File: config.mk
export PLATFORM = sky130hd
export DESIGN_NAME = uart_tx_buffer
export DESIGN_NICKNAME = d
export VERILOG_FILES = /design/src/rtl/uart_pkg.sv /design/src/rtl/uart_fifo_mem.sv /design/src/rtl/uart_tx_buffer.sv
export SDC_FILE = /design/constraint.sdc
export NUM_CORES = 1
export LEC_CHECK = 0
export CAP_MARGIN = 20
export CORE_MARGIN = 2
export CORE_UTILIZATION = 55
export CTS_BUF_LIST = sky130_fd_sc_hd__clkbuf_4 sky130_fd_sc_hd__clkbuf_8
export CTS_CLUSTER_DIAMETER = 120
export DETAILED_ROUTE_END_ITERATION = 8
export PLACE_DENSITY = 0.74
export RECOVER_POWER = 50
export SETUP_SLACK_MARGIN = 0.5
export SYNTH_ARGS = -nofsm -noshare
export SYNTH_HDL_FRONTEND = slang
export SYNTH_HIERARCHICAL = 1
export SYNTH_SLANG_ARGS = --single-unit
File: constraint.sdc
create_clock -name CLK -period 4.8 [get_ports CLK]
set_input_delay 0.48 -clock CLK [delete_from_list [all_inputs] [get_ports CLK]]
set_output_delay 0.48 -clock CLK [all_outputs]
set_load 0.02 [all_outputs]
File: src/rtl/uart_pkg.sv
// Shared definitions for the UART transmit path.
//   CHAR_CR / CHAR_LF : control characters used by the optional CRLF expansion
//   UART_BUF_DEPTH    : default FIFO depth for uart_tx_buffer
//   byte_t            : one UART character
//   crlf_state_t      : state of the LF -> CR,LF expander
package uart_pkg;

    typedef logic [7:0] byte_t;

    localparam byte_t CHAR_CR        = 8'h0D;
    localparam byte_t CHAR_LF        = 8'h0A;
    localparam int    UART_BUF_DEPTH = 16;

    typedef enum logic {
        IDLE    = 1'b0,
        CR_DONE = 1'b1
    } crlf_state_t;

endpackage

File: src/rtl/uart_fifo_mem.sv
// Storage array for uart_tx_buffer: DEPTH x 8 bits, one synchronous write
// port and one asynchronous (combinational) read port. No reset; contents
// are undefined until written.
// Ports:
//   i_clk   : clock, rising edge
//   i_we    : write enable
//   i_waddr : write address
//   i_wdata : write data
//   i_raddr : read address
//   o_rdata : read data, combinational from i_raddr
module uart_fifo_mem
    import uart_pkg::*;
#(
    parameter int DEPTH  = UART_BUF_DEPTH,
    parameter int ADDR_W = $clog2(DEPTH)
) (
    input  logic              i_clk,
    input  logic              i_we,
    input  logic [ADDR_W-1:0] i_waddr,
    input  byte_t             i_wdata,
    input  logic [ADDR_W-1:0] i_raddr,
    output byte_t             o_rdata
);

    byte_t r_mem [DEPTH];

    always_ff @(posedge i_clk) begin
        if (i_we) begin
            r_mem[i_waddr] <= i_wdata;
        end
    end

    assign o_rdata = r_mem[i_raddr];

endmodule

File: src/rtl/uart_tx_buffer.sv
// Byte FIFO between the core's UART write port (producer, wr_*) and the
// UART serializer (consumer, out_*). Lets the core burst writes while the
// serializer drains one byte per frame.
//
// Build option: define UART_CRLF_EN to expand every LF from the core into
// CR followed by LF. Without it every byte is queued verbatim.
//
// Ports:
//   CLK              : clock, rising edge
//   RST_N            : asynchronous active-low reset
//   wr_valid/wr_data : byte offered by the core
//   wr_ready         : byte accepted on a cycle with wr_valid & wr_ready
//   out_valid        : head byte present (level != 0)
//   out_data         : head byte, show-ahead
//   out_ready        : serializer takes the head on out_valid & out_ready
//   level            : current occupancy 0..DEPTH
//   hwm              : highest occupancy seen since reset
//   o_dbg_crlf_state : expander state (constant IDLE without UART_CRLF_EN)
//
// Handshake: a transfer happens on a rising edge where valid and ready are
// both high. The producer holds valid and data stable until accepted; the
// consumer may drop ready at any time. out_* come only from registered
// state, so a written byte is visible the cycle after the write edge.
module uart_tx_buffer
    import uart_pkg::*;
#(
    parameter int DEPTH  = UART_BUF_DEPTH,
    parameter int ADDR_W = $clog2(DEPTH)
) (
    input  logic              CLK,
    input  logic              RST_N,
    input  logic              wr_valid,
    input  byte_t             wr_data,
    output logic              wr_ready,
    output logic              out_valid,
    output byte_t             out_data,
    input  logic              out_ready,
    output logic [ADDR_W:0]   level,
    output logic [ADDR_W:0]   hwm,
    output crlf_state_t       o_dbg_crlf_state
);

    localparam logic [ADDR_W:0]   LVL_FULL = (ADDR_W+1)'(DEPTH);
    localparam logic [ADDR_W:0]   LVL_ZERO = '0;
    localparam logic [ADDR_W:0]   LVL_ONE  = (ADDR_W+1)'(1);
    localparam logic [ADDR_W-1:0] PTR_ONE  = ADDR_W'(1);

    logic [ADDR_W-1:0] r_wr_ptr;
    logic [ADDR_W-1:0] r_rd_ptr;
    logic [ADDR_W:0]   r_level;
    logic [ADDR_W:0]   r_hwm;
    logic [ADDR_W:0]   w_level_nxt;
    logic [ADDR_W:0]   w_hwm_nxt;
    logic              w_not_full;
    logic              w_push;
    logic              w_pop;
    logic              w_wr_ready;
    byte_t             w_push_data;

    // Room is judged on the registered level only, so a pop in the same
    // cycle never frees a slot for a push until the next cycle.
    assign w_not_full = (r_level != LVL_FULL);
    assign w_pop      = (r_level != LVL_ZERO) && out_ready;

`ifdef UART_CRLF_EN
    crlf_state_t r_state;
    crlf_state_t w_state_nxt;

    always_ff @(posedge CLK or negedge RST_N) begin
        if (!RST_N) begin
            r_state <= IDLE;
        end else begin
            r_state <= w_state_nxt;
        end
    end

    // An LF seen in IDLE is not accepted: a CR is queued in its place and
    // the core keeps holding the LF, which is accepted from CR_DONE.
    always_comb begin
        w_state_nxt = r_state;
        w_wr_ready  = 1'b0;
        w_push      = 1'b0;
        w_push_data = wr_data;
        case (r_state)
            IDLE: begin
                if (wr_valid && (wr_data == CHAR_LF) && w_not_full) begin
                    w_push      = 1'b1;
                    w_push_data = CHAR_CR;
                    w_state_nxt = CR_DONE;
                end else begin
                    w_wr_ready = w_not_full;
                    w_push     = wr_valid && w_not_full;
                end
            end
            CR_DONE: begin
                w_wr_ready = w_not_full;
                w_push     = wr_valid && w_not_full;
                if (w_push) begin
                    w_state_nxt = IDLE;
                end
            end
            default: begin
                w_state_nxt = IDLE;
            end
        endcase
        if (!RST_N) begin
            w_wr_ready = 1'b0;
            w_push     = 1'b0;
        end
    end

    assign o_dbg_crlf_state = r_state;
`else
    always_comb begin
        w_wr_ready  = w_not_full && RST_N;
        w_push      = wr_valid && w_wr_ready;
        w_push_data = wr_data;
    end

    assign o_dbg_crlf_state = IDLE;
`endif

    always_comb begin
        w_level_nxt = r_level;
        case ({w_push, w_pop})
            2'b10:   w_level_nxt = r_level + LVL_ONE;
            2'b01:   w_level_nxt = r_level - LVL_ONE;
            default: w_level_nxt = r_level;
        endcase
        w_hwm_nxt = (w_level_nxt > r_hwm) ? w_level_nxt : r_hwm;
    end

    always_ff @(posedge CLK or negedge RST_N) begin
        if (!RST_N) begin
            r_wr_ptr <= '0;
            r_rd_ptr <= '0;
            r_level  <= '0;
            r_hwm    <= '0;
        end else begin
            if (w_push) begin
                r_wr_ptr <= r_wr_ptr + PTR_ONE;
            end
            if (w_pop) begin
                r_rd_ptr <= r_rd_ptr + PTR_ONE;
            end
            r_level <= w_level_nxt;
            r_hwm   <= w_hwm_nxt;
        end
    end

    uart_fifo_mem #(
        .DEPTH  (DEPTH),
        .ADDR_W (ADDR_W)
    ) u_mem (
        .i_clk   (CLK),
        .i_we    (w_push),
        .i_waddr (r_wr_ptr),
        .i_wdata (w_push_data),
        .i_raddr (r_rd_ptr),
        .o_rdata (out_data)
    );

    assign wr_ready  = w_wr_ready;
    assign out_valid = (r_level != LVL_ZERO);
    assign level     = r_level;
    assign hwm       = r_hwm;

endmodule

### After elaboration in Yosys (flattened, before gate mapping)

Memories as Yosys holds them, arrays and structs flattened.
Index checks and enable logic that the tools add are counted.

| word-level totals | value |
|---|---|
| register bits | 18 |
| latch bits | 0 |
| memory bits (writable) | 128 |
| bits in read-only memories | 0 |
| output and inout bits | 21 |
| logic and storage cells | 20 |
| memories | 1 |

| cells by class | value |
|---|---|
| $add $sub $neg | 4 |
| multiply operators | 0 |
| div/mod/pow operators | 0 |
| magnitude comparators | 1 |
| equality and inequality tests | 3 |
| shift-type cells | 0 |
| mux-type cells | 3 |
| bitwise logic cells | 0 |
| reductions and logical operators | 4 |

Memories:

| memory | depth | width | rd ports | clocked after memory_dff | write ports | RTL line | source |
|---|---|---|---|---|---|---|---|
| u_mem.r_mem | 16 | 8 | 1 | 0 | 1 | uart_fifo_mem.sv:25 | `byte_t r_mem [DEPTH];` |

Operator list:

| operator | number |
|---|---|
| 5-bit one-hot mux with 2 select lines | 1 |
| 4-bit by 1-bit adder with 4-bit output (second input constant) | 2 |
| 5-bit by 1-bit adder with 5-bit output (second input constant) | 1 |
| 5-bit greater-than comparator | 1 |
| 5-bit inequality test (second input constant) | 1 |
| 5-bit nonzero test | 1 |
| 5-bit by 1-bit subtractor with 5-bit output (second input constant) | 1 |
| 1-bit logical AND | 3 |
| 2-bit by 1-bit equality test with 1-bit output (second input constant) | 1 |
| 2-bit equality test (second input constant) | 1 |
| 1-bit two-way mux | 2 |

### Longest topological paths before layout

| depth | value |
|---|---|
| depth after elaboration | 6 |
| mapped depth | 13 |
| depth with buffers taken out | 13 |

### Hierarchy

Netlist, hierarchy kept.

By module, submodules not included:

| module | times used | cells each | area each (um^2) | seq. area each (um^2) |
|---|---|---|---|---|
| uart_fifo_mem | 1 | 221 | 4,987.3 | 3,843.7 |
| uart_tx_buffer | 1 | 97 | 1,074.8 | 450.4 |

### Worst setup path before layout

Ideal clock, no wire load.

| timing path | value |
|---|---|
| kind | flip-flop to flip-flop |
| from | reg r_level[0] (netlist: level[0]) |
| to | reg r_hwm[0] (netlist: hwm[0]) |
| arrival time | 3.881 ns |
| path slack | 0.794 ns |
| cell stages (with the launch flop) | 14 |
| buffers on the path | 0 |
| cells stage by stage | dfrtp_1 -> nor4_2 -> a21oi_1 -> nand2_1 -> ha_1 -> ha_1 -> or4b_1 -> o311ai_1 -> o211ai_2 -> ha_1 -> and3_1 -> and3_1 -> a31oi_2 -> mux2_2 |

| between the ends | value |
|---|---|
| cells in the longest elaborated chain, start to end | 6 |
| elaborated cells on any way between the ends | 11 |
| those cells by class | 2 x add/sub; 1 x order compare; 3 x eq/ne; 1 x mux; 4 x reduce/logical |

RTL lines:

| element | RTL line | source |
|---|---|---|
| start: declaration | uart_tx_buffer.sv:50 | `logic [ADDR_W:0] r_level;` |
| start signal: assignment | uart_tx_buffer.sv:146 | `r_level <= w_level_nxt;` |
| 5-bit inequality test (*) | uart_tx_buffer.sv:62 | `assign w_not_full = (r_level != LVL_FULL);` |
| 1-bit logical AND (*) | uart_tx_buffer.sv:115 | `w_wr_ready = w_not_full && RST_N;` |
| named net wr_ready | uart_tx_buffer.sv:34 | `output logic wr_ready,` |
| 1-bit logical AND (*) | uart_tx_buffer.sv:116 | `w_push = wr_valid && w_wr_ready;` |
| 2-bit by 1-bit equality test with 1-bit output / 2-bit equality test (equally long branches) | uart_tx_buffer.sv:125 | `case ({w_push, w_pop})` |
| 5-bit one-hot mux with 2 select lines (*) | uart_tx_buffer.sv:125 |  |
| named net w_level_nxt[4] | uart_tx_buffer.sv:52 | `logic [ADDR_W:0] w_level_nxt;` |
| 5-bit greater-than comparator (*) | uart_tx_buffer.sv:130 | `w_hwm_nxt = (w_level_nxt > r_hwm) ? w_level_nxt : r_hwm;` |
| end signal: assignment | uart_tx_buffer.sv:147 | `r_hwm <= w_hwm_nxt;` |
| end: declaration | uart_tx_buffer.sv:51 | `logic [ADDR_W:0] r_hwm;` |

The timed path passes the listed nets; every way through them passes the cells marked *.
A chain may end at the register's enable or synchronous reset.

### Worst setup path in the final report

| timing path | value |
|---|---|
| from | reg r_level[1] (netlist: level[1]) |
| to | reg r_hwm[0] (netlist: hwm[0]) |

| between the ends | value |
|---|---|
| elaborated cells on any way between the ends | 11 |
| those cells by class | 2 x add/sub; 1 x order compare; 3 x eq/ne; 1 x mux; 4 x reduce/logical |

RTL lines:

| element | RTL line | source |
|---|---|---|
| 5-bit nonzero test (*) | uart_tx_buffer.sv:63 | `assign w_pop = (r_level != LVL_ZERO) && out_ready;` |
| 1-bit logical AND (*) | uart_tx_buffer.sv:63 |  |
| named net w_pop | uart_tx_buffer.sv:56 | `logic w_pop;` |
| 2-bit by 1-bit equality test with 1-bit output / 2-bit equality test (equally long branches) | uart_tx_buffer.sv:125 |  |
| 5-bit one-hot mux with 2 select lines (*) | uart_tx_buffer.sv:125 |  |
| named net w_level_nxt[4] | uart_tx_buffer.sv:52 |  |
| 5-bit greater-than comparator (*) | uart_tx_buffer.sv:130 |  |

Marked as above.

==> impl_metrics.toml <==
[die]
floorplan.core_area_um2 = 10800
io-pin-count = 33
floorplan.die.width_um = 109
die_area_um2 = 11900
die_h_um = 109
start_util_pct = 56.2
std_cell_rows = 38

[cells_and_area]
final_core_util_pct = 63.8
layout-area-overhead-vs-synth_pct = 13.6
fin_nets = 387
final.fill_count = 733
final_cell_area_um2 = 6890
drive_above_1_share_pct = 18.4
num_antenna_cells = 0

[cts]
cts_sinks = 146
cts_buffer_depth = 2
clockRootBuffer = "sky130_fd_sc_hd__clkbuf_8"
clkLatencyLatePin_ns = 0.42
clk_pin_slew_worst_paths_ns = 0.07
numCtsBuffers = 17
htree_levels = 4
clock_tree_from_tritoncts = "done"
post_cts.repair.setup_buffers = 0

[drt]
viasPerCell = 5.99
number_of_vias_in_the_routed_layout = 3091
detail_route_antenna_nets = 0
drt_iter0_markers = 281
dr.pass1.iters = 5
drt_drc_violations_left = 0
wirelength_mm = 11.4
avgRoutedWirePerCell_um = 22.2

[worst_setup_path]
worst_setup_path_start_kind = "register"
cp_max_fo = 10
cp_data_arrival_time_ns = 4.53
timing_worst_setup_path_type = "reg -> reg"
setup.worst_path.end_class = "register"
worstPathRequired_ns = 5.11

[logic_synthesis]
yosys.area_share.simple_pct = 4.91
synth_nets = 342
seq_area_frac_synth_pct = 70.8
synth-edff-count = 128
post_synthesis_mux_area_share_pct = 14.5
synth_cell_types = 42
combinational_family_with_the_most_area_after_synthesis = "multiplexers"
ys.warnings.count = 6
synth_compound_gate_area_share_pct = 3.63
netlist_instances = 318
synth_async_sr_flop_share_pct = 12.3
post_synth_instance_area_um2 = 6060
postSynth.topFlopCell = "sky130_fd_sc_hd__edfxtp_1"
post_synth_fa_ha_maj_area_fraction_pct = 2.60
postSynthAreaPerCell_um2 = 19.1
synth_xor_area_share_pct = 1.16
synth-seq-cells = 146

[global_route]
grt_first_pass_wirelength_mm = 17.6
via_count_of_the_first_global_routing_pass = 3095
grt_antenna_before_repair = 0
global_route.usage.total_pct = 21.1
grt_max_degree = 36
global_route.overflow_total = 0

[timing]
rsz0062_at_grt = "no"
setup_total_negative_slack_ns = 0
drv_slew = 0
final-hold-violation-count = 0
layout_worst_path_cycle_share_pct = 88.0
max_clock_freq_ghz = 0.237
worst_clock_skew_ns = 0.00749
period_needed_ns = 4.22
slew_headroom_pct = 34.5
layout_setup_ws_ns = 0.577
worstMarginPinSlew_ns = 0.983
final_setup_fails = 0

[power]
total_power_uw = 4170
static-leakage-power_uw = 0.00236
pwr_density_cell_nw_per_um2 = 606
vdd_ir_drop_max_mv = 0.432

[place]
final_weighted_congestion_of_routability_driven_global_placement = 0.773
place.port_buffers = 31
place_area_um2 = 6500
dpl_worst_slack_ns = 0.395
dp_hpwl_mm = 7.19

[min_path]
hp-class = "reg -> reg"

[job]
drv_cap = 0

[outcome]
outcome = "complete, no violations"
==> power by group <==
part	leakage [uW]	internal (uW)	switching, uW
clock	0.000188	472	435
sequential	0.00137	1520	209
combinational	0.000804	785	749
==> worst paths after layout <==
| kind | slack [ns] | depth (start not counted) | endpoint | start |
|---|---|---|---|---|
| setup / recovery | 0.58 | 12 | hwm[0] | level[1] |
| hold / removal | 0.53 | 1 | r_wr_ptr[3] | r_wr_ptr[3] |
| setup reg to reg | 0.58 | 12 | hwm[0] | level[1] |
| hold reg to reg | 0.53 | 1 | r_wr_ptr[3] | r_wr_ptr[3] |
| max in group asynchronous | 3.36 | 2 | r_rd_ptr[1] | RST_N |
| min in group asynchronous | 0.77 | 2 | hwm[2] | RST_N |
==> cell usage in the layout (no fill, tap or decap), types with 10 or more instances in the layout <==
cell	synthesis	layout
sky130_fd_sc_hd__dlygate4sd3_1	0	11
sky130_fd_sc_hd__clkdlybuf4s50_1	0	20
sky130_fd_sc_hd__dfrtp_1	18	16
sky130_fd_sc_hd__nand2_1	15	15
sky130_fd_sc_hd__a22oi_1	16	16
sky130_fd_sc_hd__clkbuf_8	0	17
sky130_fd_sc_hd__mux4_2	18	18
sky130_fd_sc_hd__nor2_1	14	14
sky130_fd_sc_hd__mux4_1	14	14
sky130_fd_sc_hd__edfxtp_1	128	128
sky130_fd_sc_hd__inv_1	10	11
sky130_fd_sc_hd__ha_1	11	10
==> registers in the layout, indices dropped and copies added (netlist names) <==
register / flops
hwm: 5
level: 5
r_rd_ptr: 4
r_wr_ptr: 4
u_mem/r_mem: 128
==> synthesized netlist by cell type, types with 3 or more instances <==
master / instances / area share [%]
sky130_fd_sc_hd__nor3b_1: 4 / 0.50
sky130_fd_sc_hd__nor3_1: 4 / 0.33
sky130_fd_sc_hd__mux4_2: 18 / 6.7
sky130_fd_sc_hd__nand3_1: 3 / 0.25
sky130_fd_sc_hd__mux4_1: 14 / 6.1
sky130_fd_sc_hd__buf_2: 4 / 0.33
sky130_fd_sc_hd__a22oi_1: 16 / 2.0
sky130_fd_sc_hd__a21oi_1: 5 / 0.41
sky130_fd_sc_hd__edfxtp_1: 128 / 63
sky130_fd_sc_hd__nor2_1: 14 / 0.87
sky130_fd_sc_hd__inv_1: 10 / 0.62
sky130_fd_sc_hd__ha_1: 11 / 2.3
sky130_fd_sc_hd__nand2_1: 15 / 0.93
sky130_fd_sc_hd__clkdlybuf4s25_2: 3 / 0.50
sky130_fd_sc_hd__mux2_2: 8 / 1.5
sky130_fd_sc_hd__o21ai_0: 3 / 0.25
sky130_fd_sc_hd__dfrtp_1: 18 / 7.4
sky130_fd_sc_hd__buf_6: 3 / 0.56
sky130_fd_sc_hd__xnor2_1: 6 / 0.87
sky130_fd_sc_hd__nand4_1: 3 / 0.31
==> worst max-delay path, stage by stage (launching register included) <==
cell                       delay (ns)
sky130_fd_sc_hd__dfrtp_1         0.47
sky130_fd_sc_hd__nor4_1          0.46
sky130_fd_sc_hd__a21boi_0        0.33
sky130_fd_sc_hd__ha_2            0.34
sky130_fd_sc_hd__fa_1            0.44
sky130_fd_sc_hd__a21oi_1         0.17
sky130_fd_sc_hd__mux2_2          0.36
sky130_fd_sc_hd__o211ai_2        0.22
sky130_fd_sc_hd__ha_1            0.27
sky130_fd_sc_hd__and3_1          0.17
sky130_fd_sc_hd__and3_1          0.22
sky130_fd_sc_hd__a31oi_4         0.26
sky130_fd_sc_hd__mux2_2          0.37
==> metrics by stage <==
step,cells,hold WS [ns]
3_3_place_gp,484,0.519
4_1_cts,516,0.417
6_report,516,0.535
3_5_place_dp,484,0.522
5_1_grt,516,0.563
2_1_floorplan,318,0.184
==> kinds of logic (layout without fill, tap and decap cells) <==
group,Yosys count,count (layout)
simple gates,57,57
mux,41,41
other cells,1,1
compound gates,30,30
xor+xnor,8,8
fa+ha+maj,12,12
buf+inv,23,81
flops,146,146
==> per-layer routing <==
metal / vias to the layer above / track usage [%] / routed length (um)
met4: 0 / 7.51 / 179
met1: 1588 / 27.1 / 4830
met3: 13 / 5.92 / 610
met5: - / 0 / 0
met2: 110 / 34.8 / 5830
li1: 1380 / - / -
==> what timing repair did <==
| action | 4_1_cts | 5_1_grt |
|---|---|---|
| setup endpoints to repair | 0 | 5 |
| resized for setup | 0 | 2 |
| hold buffers | 0 | 0 |
==> area by class of cell <==
type | instances | area [um^2] | area share (%)
Clock buffer | 19 | 249 | 3.61
Inverter | 11 | 41.3 | 0.599
Sequential cell | 146 | 4300 | 62.4
Multi-Input combinational cell | 149 | 1630 | 23.7
Tap cell | 140 | 175 | 2.54
Clock inverter | 13 | 135 | 1.96
Timing Repair Buffer | 38 | 359 | 5.21
Note: power is estimated with default switching activity, not from simulation.
==> edit: new RTL, same settings <==
Change the package constant `UART_BUF_DEPTH` from 16 to 8.
--- a/src/rtl/uart_pkg.sv
+++ b/src/rtl/uart_pkg.sv
@@ -9,7 +9,7 @@
 
     localparam byte_t CHAR_CR        = 8'h0D;
     localparam byte_t CHAR_LF        = 8'h0A;
-    localparam int    UART_BUF_DEPTH = 16;
+    localparam int    UART_BUF_DEPTH = 8;
 
     typedef enum logic {
         IDLE    = 1'b0,
Interface: changed (resized hwm and level); port bits go from 33 to 31. No check against the original RTL was run, so the function may have changed too.
==> edit against the unedited design <==
  * Power decreased by 41%
  * Sequential cell count decreased by 68
  * Routed wire length decreased by 48%
  * Setup slack improved by 0.14 ns
  * First-iteration DRC count decreased by 74%
  * Synthesized area decreased by 44%
  * Worst hold slack got worse by 0.028 ns
  * Final area decreased by 43%
  * Die area decreased by 43%
  * Critical path type is now in -> reg
  * Largest cell class unchanged
==> edit: results (changes against the unedited design) <==
{
  "run_status": {
    "run_status": "completed"
  },
  "power": {
    "internal-power": {"value": 1.631, "unit": "mW", "change": "-41%"},
    "power.clock.total": {"value": 461, "unit": "uW", "change": "-49%"},
    "static-leakage-power": {"value": 1.402, "unit": "nW", "change": "-41%"}
  },
  "layout": {
    "nets": {"value": 238, "change": "-39%"},
    "final_layout_size_suffix_gt1_share": {"value": 15.84, "unit": "%", "change": "-2.5 points"},
    "nFillCells": {"value": 393, "change": "-46%"},
    "layout.cells.non_filler": {"value": 296, "change": "-43%"}
  },
  "placement": {
    "place.gp.congestion": {"value": 0.7960, "change": "+3.0%"},
    "placedCellCount": {"value": 280, "change": "-42%"}
  },
  "synthesis": {
    "synth.top_cells.by_area": "sky130_fd_sc_hd__edfxtp_1 (57%), sky130_fd_sc_hd__mux4_1 (12%), sky130_fd_sc_hd__dfrtp_1 (10%)",
    "yosys.cell_types.count": {"value": 34, "change": "-19%"},
    "yosys.area_share.xor_xnor": {"value": 1.560, "unit": "%", "change": "+0.40 points"},
    "synth_compound_gate_area_share": {"value": 2.154, "unit": "%", "change": "-1.5 points"},
    "number_of_synthesized_flops_with_an_enable_pin": {"value": 64, "change": "-50%"},
    "synth.mux.area_fraction": {"value": 17.82, "unit": "%", "change": "+3.3 points"},
    "synth_fa_ha_area_share": {"value": 3.936, "unit": "%", "change": "+1.3 points"}
  },
  "setup_path": {
    "crit_arrival": {"value": 4.31, "unit": "ns", "change": "-0.22 ns"},
    "crit_fanout": {"value": 9, "change": "-1"}
  },
  "clocking": {
    "cts_htree_levels": {"value": 3, "change": "-1"},
    "worstSkewPairLatency": {"value": 0.34, "unit": "ns", "change": "-0.08 ns"}
  },
  "global_route": {
    "grt.met2_usage": {"value": 32.34, "unit": "%", "change": "-2.5 points"},
    "groute.layer.met1.usage": {"value": 25.80, "unit": "%", "change": "-1.3 points"},
    "global_route.usage.met3": {"value": 3.478, "unit": "%", "change": "-2.4 points"}
  },
  "routing": {
    "drt_pass1_iterations": {"value": 4, "change": "-1"},
    "routed-via-count": {"value": 1717, "change": "-44%"}
  }
}
## edit: final timing paths
kind,start,to,slack (ns)
max,RST_N,hwm[0],0.72
min,r_wr_ptr[2],r_wr_ptr[2],0.51
max reg2reg,level[0],hwm[0],0.75
min reg2reg,r_wr_ptr[2],r_wr_ptr[2],0.51
max in group asynchronous,RST_N,level[1],3.54
min in group asynchronous,RST_N,r_rd_ptr[1],0.78
## edit: routing by layer
metal | wire length [um] | vias up
li1 | - | 794
met1 | 2646 | 883
met2 | 3022 | 34
met3 | 222 | 6
met4 | 49 | 0
met5 | 0 | -
## edit: layout make-up
type / instances / share of cell area (%)
Clock buffer: 10 / 3.368
Clock inverter: 6 / 1.347
Inverter: 7 / 0.6735
Multi-Input combinational cell: 87 / 25.85
Sequential cell: 78 / 58.24
Tap cell: 75 / 2.405
Timing Repair Buffer: 33 / 8.114
